--- config.mk ---
export PLATFORM = sky130hd
export DESIGN_NAME = fpu_addsub_seq
export DESIGN_NICKNAME = d
export VERILOG_FILES = /design/src/rtl/fpu_pkg.sv /design/src/rtl/fpu_align_shift.sv /design/src/rtl/fpu_addsub_seq.sv
export SDC_FILE = /design/constraint.sdc
export NUM_CORES = 1
export LEC_CHECK = 0
export BUFFER_PORTS_ARGS = -buffer_cell sky130_fd_sc_hd__clkbuf_2
export CORE_UTILIZATION = 50
export CTS_BUF_LIST = sky130_fd_sc_hd__clkbuf_16
export CTS_CLUSTER_SIZE = 40
export DETAILED_ROUTE_END_ITERATION = 8
export GPL_TIMING_DRIVEN = 0
export MAX_ROUTING_LAYER = met4
export PLACE_DENSITY_LB_ADDON = 0.08
export REMOVE_ABC_BUFFERS = 1
export SYNTH_ARGS = -nofsm -noshare
export SYNTH_HDL_FRONTEND = slang
export SYNTH_SLANG_ARGS = --single-unit
--- constraint.sdc ---
create_clock -name clock -period 6.68 [get_ports clock]
set_input_delay 0.334 -clock clock [delete_from_list [all_inputs] [get_ports clock]]
set_output_delay 0.334 -clock clock [all_outputs]
set_load 0.01 [all_outputs]
--- src/rtl/fpu_pkg.sv ---
// fpu_pkg: shared FSM state type, status bit indices and bias helper for the FPU add/sub unit
package fpu_pkg;
  typedef enum logic [2:0] {S_IDLE, S_ALIGN, S_ADD, S_NORM, S_ROUND, S_DONE} fpu_state_t;
  localparam int ST_EXACT   = 0;
  localparam int ST_OVF     = 1;
  localparam int ST_UNF     = 2;
  localparam int ST_INEXACT = 3;
  function automatic int fpu_bias(input int exp_w);
    return (1 << (exp_w - 1)) - 1;
  endfunction
endpackage

--- src/rtl/fpu_align_shift.sv ---
// fpu_align_shift: combinational right shifter that ORs every shifted-out bit into the LSB (sticky)
//   i_data [WIDTH-1:0]  value to shift
//   i_amt  [SHW-1:0]    shift distance; distances >= WIDTH collapse the result to the sticky bit alone
//   o_data [WIDTH-1:0]  shifted value with sticky in bit 0
module fpu_align_shift #(
  parameter int WIDTH = 29,
  parameter int SHW   = 6
) (
  input  logic [WIDTH-1:0] i_data,
  input  logic [SHW-1:0]   i_amt,
  output logic [WIDTH-1:0] o_data
);
  logic w_stk;
  // an over-range shift yields 0 from >> and an all-ones lost mask, so the collapse needs no special case
  always_comb begin
    w_stk  = |(i_data & ~({WIDTH{1'b1}} << i_amt));
    o_data = (i_data >> i_amt) | {{(WIDTH-1){1'b0}}, w_stk};
  end
endmodule

--- src/rtl/fpu_addsub_seq.sv ---
// fpu_addsub_seq: multi-cycle parametrised floating-point adder/subtractor with start/done handshake
//   clock            rising-edge clock
//   reset            synchronous, active-low
//   start            accept operands while idle
//   op_sub           0: A+B, 1: A-B (B sign inverted at capture)
//   op_A_in/op_B_in  operands {sign, exp, man}
//   busy             high from the cycle after accept until done
//   done             one-cycle result-valid pulse
//   data_out         result, held until next done
//   status_out       {INEXACT, UNDERFLOW, OVERFLOW, EXACT}, held with data_out
// Build option: define FPU_ROUND_NEAREST_EN for round-to-nearest-even; otherwise results truncate toward zero.
module fpu_addsub_seq
  import fpu_pkg::*;
#(
  parameter int EXP_W = 6,
  parameter int MAN_W = 25
) (
  input  logic                   clock,
  input  logic                   reset,
  input  logic                   start,
  input  logic                   op_sub,
  input  logic [EXP_W+MAN_W:0]   op_A_in,
  input  logic [EXP_W+MAN_W:0]   op_B_in,
  output logic                   busy,
  output logic                   done,
  output logic [EXP_W+MAN_W:0]   data_out,
  output logic [3:0]             status_out
);
  localparam int W  = 1 + EXP_W + MAN_W;
  localparam int SW = MAN_W + 4;
  localparam int NW = MAN_W + 5;
  localparam logic [EXP_W-1:0] EMAX  = '1;
  localparam logic [EXP_W-1:0] E_ONE = {{(EXP_W-1){1'b0}}, 1'b1};
  localparam logic [3:0] K_EXACT = 4'(1 << ST_EXACT);
  localparam logic [3:0] K_INX   = 4'(1 << ST_INEXACT);
  localparam logic [3:0] K_OVF   = 4'((1 << ST_OVF) | (1 << ST_INEXACT));
  localparam logic [3:0] K_UNF   = 4'((1 << ST_UNF) | (1 << ST_INEXACT));
  fpu_state_t r_state;
  logic [W-1:0] r_a, r_b, r_res;
  logic [3:0] r_st;
  logic r_sign, r_ovf, r_unf;
  logic [EXP_W-1:0] r_exp;
  logic [SW-1:0] r_sml;
  logic [NW-1:0] r_sum;
  logic w_a_zero, w_b_zero, w_a_inf, w_b_inf, w_spec, w_swap, w_eff_sub;
  logic [W-1:0] w_big, w_spec_res;
  logic [W-2:0] w_sml_mag;
  logic [3:0] w_spec_st;
  logic [EXP_W-1:0] w_diff, w_exp_r;
  logic [SW-1:0] w_aln, w_big_sig;
  logic [NW-1:0] w_rsh;
  logic w_up, w_inx, w_rc, w_ovf_r;
  logic [MAN_W+1:0] w_man_r;
  logic [MAN_W-1:0] w_man;
  always_comb begin
    w_a_zero   = r_a[W-2:MAN_W] == '0;
    w_b_zero   = r_b[W-2:MAN_W] == '0;
    w_a_inf    = r_a[W-2:MAN_W] == EMAX;
    w_b_inf    = r_b[W-2:MAN_W] == EMAX;
    w_spec     = w_a_zero | w_b_zero | w_a_inf | w_b_inf;
    w_eff_sub  = r_a[W-1] ^ r_b[W-1];
    w_swap     = r_b[W-2:0] > r_a[W-2:0];
    w_big      = w_swap ? r_b : r_a;
    w_sml_mag  = w_swap ? r_a[W-2:0] : r_b[W-2:0];
    w_diff     = w_big[W-2:MAN_W] - w_sml_mag[W-2:MAN_W];
    w_big_sig  = {1'b1, w_big[MAN_W-1:0], 3'b000};
    // infinities dominate zeros; a zero operand passes the other one through untouched
    w_spec_res = (w_a_inf & w_b_inf & w_eff_sub) ? {1'b0, EMAX, {MAN_W{1'b0}}} :
                 w_a_inf ? {r_a[W-1], EMAX, {MAN_W{1'b0}}} :
                 w_b_inf ? {r_b[W-1], EMAX, {MAN_W{1'b0}}} :
                 (w_a_zero & w_b_zero) ? '0 :
                 w_a_zero ? r_b : r_a;
    w_spec_st  = (w_a_inf & w_b_inf & w_eff_sub) ? K_OVF : K_EXACT;
    w_inx      = |r_sum[2:0];
`ifdef FPU_ROUND_NEAREST_EN
    w_up       = r_sum[2] & (r_sum[1] | r_sum[0] | r_sum[3]);
`else
    w_up       = 1'b0;
`endif
    w_man_r    = {1'b0, r_sum[MAN_W+3:3]} + {{(MAN_W+1){1'b0}}, w_up};
    w_rc       = w_man_r[MAN_W+1];
    w_man      = w_rc ? w_man_r[MAN_W:1] : w_man_r[MAN_W-1:0];
    w_exp_r    = r_exp + {{(EXP_W-1){1'b0}}, w_rc};
    w_ovf_r    = r_ovf | (w_rc & (w_exp_r == EMAX));
  end
  fpu_align_shift #(.WIDTH(SW), .SHW(EXP_W)) u_aln (
    .i_data({1'b1, w_sml_mag[MAN_W-1:0], 3'b000}),
    .i_amt (w_diff),
    .o_data(w_aln)
  );
  fpu_align_shift #(.WIDTH(NW), .SHW(1)) u_rsh (
    .i_data(r_sum),
    .i_amt (1'b1),
    .o_data(w_rsh)
  );
  always_ff @(posedge clock) begin
    if (!reset) begin
      r_state    <= S_IDLE;
      r_a        <= '0;
      r_b        <= '0;
      r_res      <= '0;
      r_st       <= '0;
      r_sign     <= 1'b0;
      r_ovf      <= 1'b0;
      r_unf      <= 1'b0;
      r_exp      <= '0;
      r_sml      <= '0;
      r_sum      <= '0;
      busy       <= 1'b0;
      done       <= 1'b0;
      data_out   <= '0;
      status_out <= '0;
    end else begin
      done <= 1'b0;
      case (r_state)
        S_IDLE: if (start) begin
          r_a     <= op_A_in;
          r_b     <= {op_B_in[W-1] ^ op_sub, op_B_in[W-2:0]};
          r_ovf   <= 1'b0;
          r_unf   <= 1'b0;
          busy    <= 1'b1;
          r_state <= S_ALIGN;
        end
        S_ALIGN: begin
          r_sign  <= w_big[W-1];
          r_exp   <= w_big[W-2:MAN_W];
          r_sml   <= w_aln;
          r_state <= S_ADD;
        end
        S_ADD: begin
          r_sum   <= w_eff_sub ? {1'b0, w_big_sig} - {1'b0, r_sml} : {1'b0, w_big_sig} + {1'b0, r_sml};
          r_state <= S_NORM;
        end
        // special operands spend one idle cycle here so every operation keeps the same minimum latency
        S_NORM: if (w_spec) begin
          r_state <= S_ROUND;
        end else if (r_sum[NW-1]) begin
          r_sum   <= w_rsh;
          r_exp   <= r_exp + E_ONE;
          r_ovf   <= (r_exp + E_ONE) == EMAX;
          r_state <= S_ROUND;
        end else if (!r_sum[NW-2] && |r_sum) begin
          if (r_exp <= E_ONE) begin
            r_unf   <= 1'b1;
            r_state <= S_ROUND;
          end else begin
            r_sum   <= r_sum << 1;
            r_exp   <= r_exp - E_ONE;
            r_state <= r_sum[NW-3] ? S_ROUND : S_NORM;
          end
        end else begin
          r_state <= S_ROUND;
        end
        S_ROUND: begin
          r_res   <= w_spec ? w_spec_res :
                     w_ovf_r ? {r_sign, EMAX, {MAN_W{1'b0}}} :
                     r_unf ? {r_sign, {(EXP_W+MAN_W){1'b0}}} :
                     ~|r_sum ? '0 : {r_sign, w_exp_r, w_man};
          r_st    <= w_spec ? w_spec_st :
                     w_ovf_r ? K_OVF :
                     r_unf ? K_UNF :
                     (~|r_sum | ~w_inx) ? K_EXACT : K_INX;
          r_state <= S_DONE;
        end
        S_DONE: begin
          data_out   <= r_res;
          status_out <= r_st;
          done       <= 1'b1;
          busy       <= 1'b0;
          r_state    <= S_IDLE;
        end
        default: r_state <= S_IDLE;
      endcase
    end
  end
endmodule
==> results.json, run 1 <==
{
  "p_int_mw": 3.00,
  "synth_compound_area_share_pct": 25.8,
  "synth.distinct_cells": 79,
  "viasPerCell": 6.04,
  "syn_area_um2": 15300,
  "cap_violations": 0,
  "clock_latency_ns": 0.54,
  "r2r_slack_ns": 0.30,
  "seq_power_share_pct": 28.1,
  "initial_core_util_pct": 51.1,
  "place_inst": 2359,
  "final_cell_mix": "358 x nand2_1, 208 x dfxtp_1, 145 x a21oi_1",
  "arrival_ns": 6.76,
  "antenna_found_initial": 0,
  "fin_util_pct": 56.6,
  "startpoint_type": "flip-flop",
  "reg2reg_depth": 22,
  "synth_flop_cell": "dfxtp_1",
  "crit_path_max_fanout": 7,
  "drtIter0Drc": 1350,
  "grt_pass1_vias": 13300,
  "cts_tree": "done",
  "coreArea_um2": 29900,
  "min_to": "r_b[17]",
  "path_common_cell": "a21oi_1",
  "r2r-start": "r_a[27]",
  "min_period_over_period_pct": 95.5,
  "routed_wl_um": 47300,
  "p_per_area_nw_per_um2": 305,
  "dp_hpwl_um": 35200,
  "hold_path_depth": 3,
  "gp_congestion": 0.958,
  "power.switching_mw": 2.15,
  "synth_xor_area_share_pct": 2.29,
  "synth_top_family_by_area": "compound AO/OA/AOI/OAI gates",
  "power_mw": 5.15,
  "via_count": 14500,
  "path_delay_family": "compound AO/OA/AOI/OAI gates",
  "synthTopCellsByArea": "dfxtp_1 27%, nand2_1 8.8%, ha_1 7.1%",
  "ys_ff_latch": 209,
  "grt_pass1_wl_um": 73900,
  "synth_warnings": 0,
  "cpPeakStageDelay_ns": 0.95,
  "final_cell_area_um2": 16900,
  "grt_max_degree": 161,
  "clock_path_buffers": 3,
  "syn_to_final_growth_pct": 10.7,
  "dieHeight_um": 177,
  "ir_drop_uv": 222,
  "die_area_um2": 31200,
  "final.min_clock_period_ns": 6.38,
  "fin_cells": 2407,
  "overflow": 0,
  "critPathCaptureType": "flip-flop",
  "final_common_cell": "nand2_1",
  "slew_headroom_pct": 13.5,
  "hp-class": "in2reg",
  "synth.top_cell.area_share_pct": 27.4,
  "max_slew.worst_pin.slew_ns": 1.30,
  "crit_buf_inv": 2,
  "antenna_left": 0,
  "hold_viol_final": 0,
  "h-tree-depth": 1,
  "die_x_um": 177,
  "dpl_cell_area_um2": 16100,
  "power_leakage_nw": 6.87,
  "syn_area_per_cell_um2": 7.68,
  "cts.clk_slew.worst_paths_ns": 0.06,
  "wl_per_cell_um": 19.7,
  "synthArstFlopShare_pct": 0,
  "clkPwrFrac_pct": 25.3,
  "rsz0062_at_grt": "false",
  "cts_hold_buffers": 0,
  "drive_gt1_share_pct": 11.5,
  "synthMuxAreaShare_pct": 9.99,
  "combPwrFrac_pct": 46.6,
  "n_antenna_cell": 0,
  "synth_top_cell_by_area": "dfxtp_1",
  "max_freq_mhz": 157,
  "worstSetupPathType": "reg2reg",
  "status": "complete, no violations",
  "route.detailed.drc": 0,
  "path_cells": "inv_1 -> ha_1 -> nand4_2 -> nor4_2 -> a311oi_1 -> nand2_1 -> o211ai_4 -> buf_4 -> o21ai_0 -> ha_1 -> and3b_1 -> o21a_1 -> o21ai_0 -> a21oi_1 -> nor2_1 -> o31ai_1 -> a31oi_1 -> a21oi_1 -> a21oi_1 -> a211oi_1 -> xnor2_1 -> a21oi_1",
  "ys_seq_area_share_pct": 27.4,
  "hold_start": "op_B_in[17]",
  "numCtsBuffers": 25,
  "root_buffer": "clkbuf_16",
  "required_ns": 7.06,
  "netlist_instances": 1989,
  "synth-simple-area-share_pct": 21.5,
  "grt_use_total_pct": 30.8,
  "finalMaxSlewViolations": 0,
  "crit_slowest_cell": "o31ai_1",
  "clock_skew_ns": 0.0192,
  "row_count": 63,
  "synth_edf_count": 0,
  "startpoint": "r_a[27]",
  "numPortBuffers": 105,
  "setup_viol": 0,
  "r2r-end": "r_sum[28]",
  "synthAdderAreaFrac_pct": 7.26,
  "num_io_pins": 106,
  "switching_share_pct": 41.8,
  "firstDrtPassIters": 5,
  "nNetsFinal": 2156,
  "cts.sinks": 209
}
synthesized netlist by cell type (all sizes together), types with 5 or more instances:
library cell / number
o31ai: 12
o2111ai: 5
xnor2: 26
nor2b: 30
o22ai: 6
a221oi: 22
inv: 86
mux4: 18
nor3: 38
o21bai: 11
o21ai: 100
xor2: 11
o21a: 7
a21boi: 109
a21oi: 145
a211oi: 58
nand2b: 10
dfxtp: 209
o311ai: 5
nor4: 21
buf: 23
a22oi: 10
ha: 87
mux2: 23
mux2i: 86
nor2: 114
or3: 8
a221o: 7
o211ai: 13
nand2: 358
nor3b: 27
and2: 28
clkbuf: 117
a21o: 20
a31oi: 14
nand4: 16
and3: 13
nand3: 32
worst max path at each step:
stage                      to  cells past startpoint
floorplan            r_sml[2]                     16
global placement     r_sml[2]                     16
detailed placement   r_sml[2]                     16
CTS                 r_sum[26]                     21
global route        r_sum[26]                     21
finish              r_sum[28]                     22
routing by layer:
| layer | vias to the layer above | routed length [um] | track usage (%) |
|---|---|---|---|
| li1 | 7135 | - | - |
| met1 | 6766 | 21700 | 41.6 |
| met2 | 519 | 20700 | 46.4 |
| met3 | 110 | 3070 | 4.36 |
| met4 | 0 | 1890 | 11.7 |
| met5 | - | 0 | - |
worst reg2reg max path, stage by stage (launching register included):
cell and delay [ns]:
dfxtp_1 0.50, inv_1 0.11, ha_1 0.57, nand4_2 0.22, nor4_2 0.37, a311oi_1 0.08, nand2_1 0.26, o211ai_4 0.14
buf_4 0.20, o21ai_0 0.47, ha_1 0.29, and3b_1 0.20, o21a_1 0.14, o21ai_0 0.11, a21oi_1 0.16, nor2_1 0.08
o31ai_1 0.95, a31oi_1 0.19, a21oi_1 0.37, a21oi_1 0.17, a211oi_1 0.35, xnor2_1 0.18, a21oi_1 0.09
power groups by stage:
stage          sequential, mW  combinational, mW  clock (mW)
2_1_floorplan            1.42               1.66           0
3_3_place_gp             1.47               2.27           0
3_5_place_dp             1.47               2.32           0
4_1_cts                  1.44               2.35        1.33
5_1_grt                  1.46               2.58        1.38
6_report                 1.45               2.40        1.30
state kept, by name, indices dropped and copies added, names as in the netlist, 6 cells and up:
name	count
r_a	32
r_sml	29
r_sum	30
r_exp	6
r_b	32
r_res	32
data_out	32
what timing repair did:
item                                    4_1_cts  5_1_grt
pin swaps                                     1        2
setup buffers                                 0        3
gates cloned                                  1        0
endpoints found under the setup margin       27        3
gates resized for setup                       2        1
kinds of logic after synthesis:
logic type / after synthesis
muxes: 127
adders and majority gates: 88
xor gates and xnor gates: 37
and+or+nand+nor: 713
DFF: 209
buffers and inverters: 227
AOI/OAI and AO/OA: 588
final cells by class:
class | count | area [um^2]
Sequential cell | 209 | 4190
Clock inverter | 19 | 149
Tap cell | 390 | 488
Inverter | 87 | 328
Fill cell | 2925 | 13000
Clock buffer | 25 | 626
Multi-Input combinational cell | 1554 | 10300
Timing Repair Buffer | 123 | 817
metrics by stage:
stage / hold WS [ns] / TNS (ns) / setup slack [ns]
after floorplan: 0.438 / -50.66 / -1.47
after global placement: 0.452 / -192.76 / -4.10
after detailed placement: 0.456 / -8.63 / -0.709
after CTS: 0.00715 / 0 / 0.113
after global routing: 0.0228 / 0 / 0.0420
final: 0.0204 / 0 / 0.301
Power figures use the tool's default switching activity.
==> run 2: changes to the inputs <==
==> constraint.sdc (replaced) <==
create_clock -name clock -period 5.3 [get_ports clock]
set_input_delay 0.53 -clock clock [delete_from_list [all_inputs] [get_ports clock]]
set_output_delay 0.53 -clock clock [all_outputs]
set_load 0.01 [all_outputs]
==> results.json, run 2 (synthesized netlist as in run 1, its figures left out) <==
{
  "die_area_um2": 31200,
  "n_antenna_cell": 0,
  "path_common_cell": "a21oi_1",
  "grt.busiest_layer": "met2",
  "num_io_pins": 106,
  "power_mw": 6.80,
  "cts_hold_buffers": 0,
  "required_ns": 5.72,
  "path_delay_family": "compound AO/OA/AOI/OAI gates",
  "h-tree-depth": 1,
  "met2_usage_pct": 47.9,
  "crit_slowest_cell": "dfxtp_4",
  "max_slew.worst_pin.slew_ns": 1.31,
  "ir_drop_uv": 299,
  "final_common_cell": "nand2_1",
  "clock_latency_ns": 0.54,
  "min_period_over_period_pct": 96.8,
  "overflow": 0,
  "syn_to_final_growth_pct": 14.4,
  "critPathCaptureType": "flip-flop",
  "grt_max_degree": 161,
  "final.min_clock_period_ns": 5.13,
  "grtUsageMet3_pct": 3.59,
  "root_buffer": "clkbuf_16",
  "grt_pass1_vias": 13500,
  "wl_per_cell_um": 19.9,
  "power_leakage_nw": 7.09,
  "drive_gt1_share_pct": 16.1,
  "fin_cells": 2429,
  "grt_pass1_wl_um": 75000,
  "coreArea_um2": 29900,
  "rsz0062_at_grt": "true",
  "numCtsBuffers": 25,
  "cpPeakStageDelay_ns": 0.42,
  "p_per_area_nw_per_um2": 389,
  "setup_viol": 0,
  "numPortBuffers": 105,
  "nNetsFinal": 2178,
  "antenna_left": 0,
  "path_cells": "inv_1 -> ha_1 -> a21oi_1 -> o21ai_2 -> a2bb2oi_2 -> nand2_2 -> o211ai_4 -> buf_6 -> mux2_2 -> ha_1 -> nand2b_1 -> a21oi_1 -> o21ai_0 -> a21oi_2 -> o211ai_1 -> nand2_1 -> a21oi_1 -> a221oi_2 -> a211oi_1 -> xnor2_1 -> a211oi_1 -> a31o_2",
  "cap_violations": 0,
  "routed_wl_um": 48400,
  "startpoint": "r_a[20]",
  "cts_tree": "done",
  "crit_path_max_fanout": 11,
  "firstDrtPassIters": 5,
  "startpoint_type": "flip-flop",
  "hp-class": "in2reg",
  "cts.clk_slew.worst_paths_ns": 0.06,
  "drtIter0Drc": 1413,
  "met1_usage_pct": 42.6,
  "grt_use_total_pct": 31.2,
  "via_count": 14700,
  "crit_buf_inv": 2,
  "dieHeight_um": 177,
  "status": "complete, no violations",
  "clock_skew_ns": 0.0179,
  "dp_hpwl_um": 35200,
  "gp_congestion": 0.958,
  "hold_viol_final": 0,
  "antenna_found_initial": 0,
  "die_x_um": 177,
  "route.detailed.drc": 0,
  "finalMaxSlewViolations": 0,
  "row_count": 63,
  "clock_path_buffers": 3,
  "final_cell_mix": "355 x nand2_1, 169 x dfxtp_1, 138 x a21oi_1",
  "place_inst": 2359,
  "cts.sinks": 209,
  "viasPerCell": 6.03,
  "max_freq_mhz": 195,
  "r2r-start": "r_a[20]",
  "slew_headroom_pct": 12.6,
  "initial_core_util_pct": 51.1,
  "arrival_ns": 5.56,
  "worstSetupPathType": "reg2reg",
  "hold_start": "op_A_in[13]"
}
run 2: layout make-up:
class / instances / area [um^2]
well taps: 390 / 488
flip-flops and latches: 209 / 4250
inverters: 87 / 332
clock inverters: 19 / 149
multi-input cells: 1554 / 10600
clock buffers: 25 / 626
repair buffers: 145 / 1050
fillers: 2870 / 12400
run 2: final timing paths:
kind / to / slack (ns) / cells after the start
max: r_sum[18] / 0.17 / 22
min: r_a[13] / 0.21 / 3
max reg2reg: r_sum[18] / 0.17 / 22
min reg2reg: data_out[6] / 0.46 / 2
run 2: repair_timing:
item / CTS / global route
buffers inserted: 8 / 13
hold endpoints to repair: 0 / 0
endpoints found under the setup margin: 50 / 41
pin swaps: 6 / 14
gates resized for setup: 63 / 41
cloned: 2 / 3
run 2: worst register-to-register path: cells and delay by family (launching register included):
kind,cells,cell delay (ns)
AO/OA/AOI/OAI,13,2.66
adder cells (fa/ha/maj),2,0.66
flip-flops,1,0.42
multiplexers,1,0.40
AND/OR/NAND/NOR,3,0.37
buffers and inverters,2,0.30
XOR/XNOR,1,0.22
run 2: per-stage QoR:
| step | setup WS (ns) | utilization, % | hold slack (ns) | cell area (um^2) | TNS [ns] |
|---|---|---|---|---|---|
| global route | -0.0297 | 58.5 | 0.214 | 17500 | -0.0798 |
| floorplan | -2.85 | - | 0.438 | 14700 | -126.56 |
| global placement | -5.48 | 52.6 | 0.452 | 15700 | -284.09 |
| finish | 0.168 | 58.5 | 0.209 | 17500 | 0 |
| detailed placement | -2.09 | 53.7 | 0.456 | 16100 | -64.58 |
| CTS | 0.00320 | 57.4 | 0.200 | 17100 | 0 |
run 2: metal layers:
layer | vias up | wire length (um)
met5 | - | 0
met4 | 0 | 1630
met3 | 108 | 2590
met2 | 481 | 21700
met1 | 6872 | 22500
li1 | 7197 | -
run 2: power by group:
part	total [mW]	switching, mW	internal [mW]
clock	1.64	0.688	0.954
sequential	1.83	0.167	1.67
combinational	3.33	1.98	1.35
total	6.80	2.84	3.97
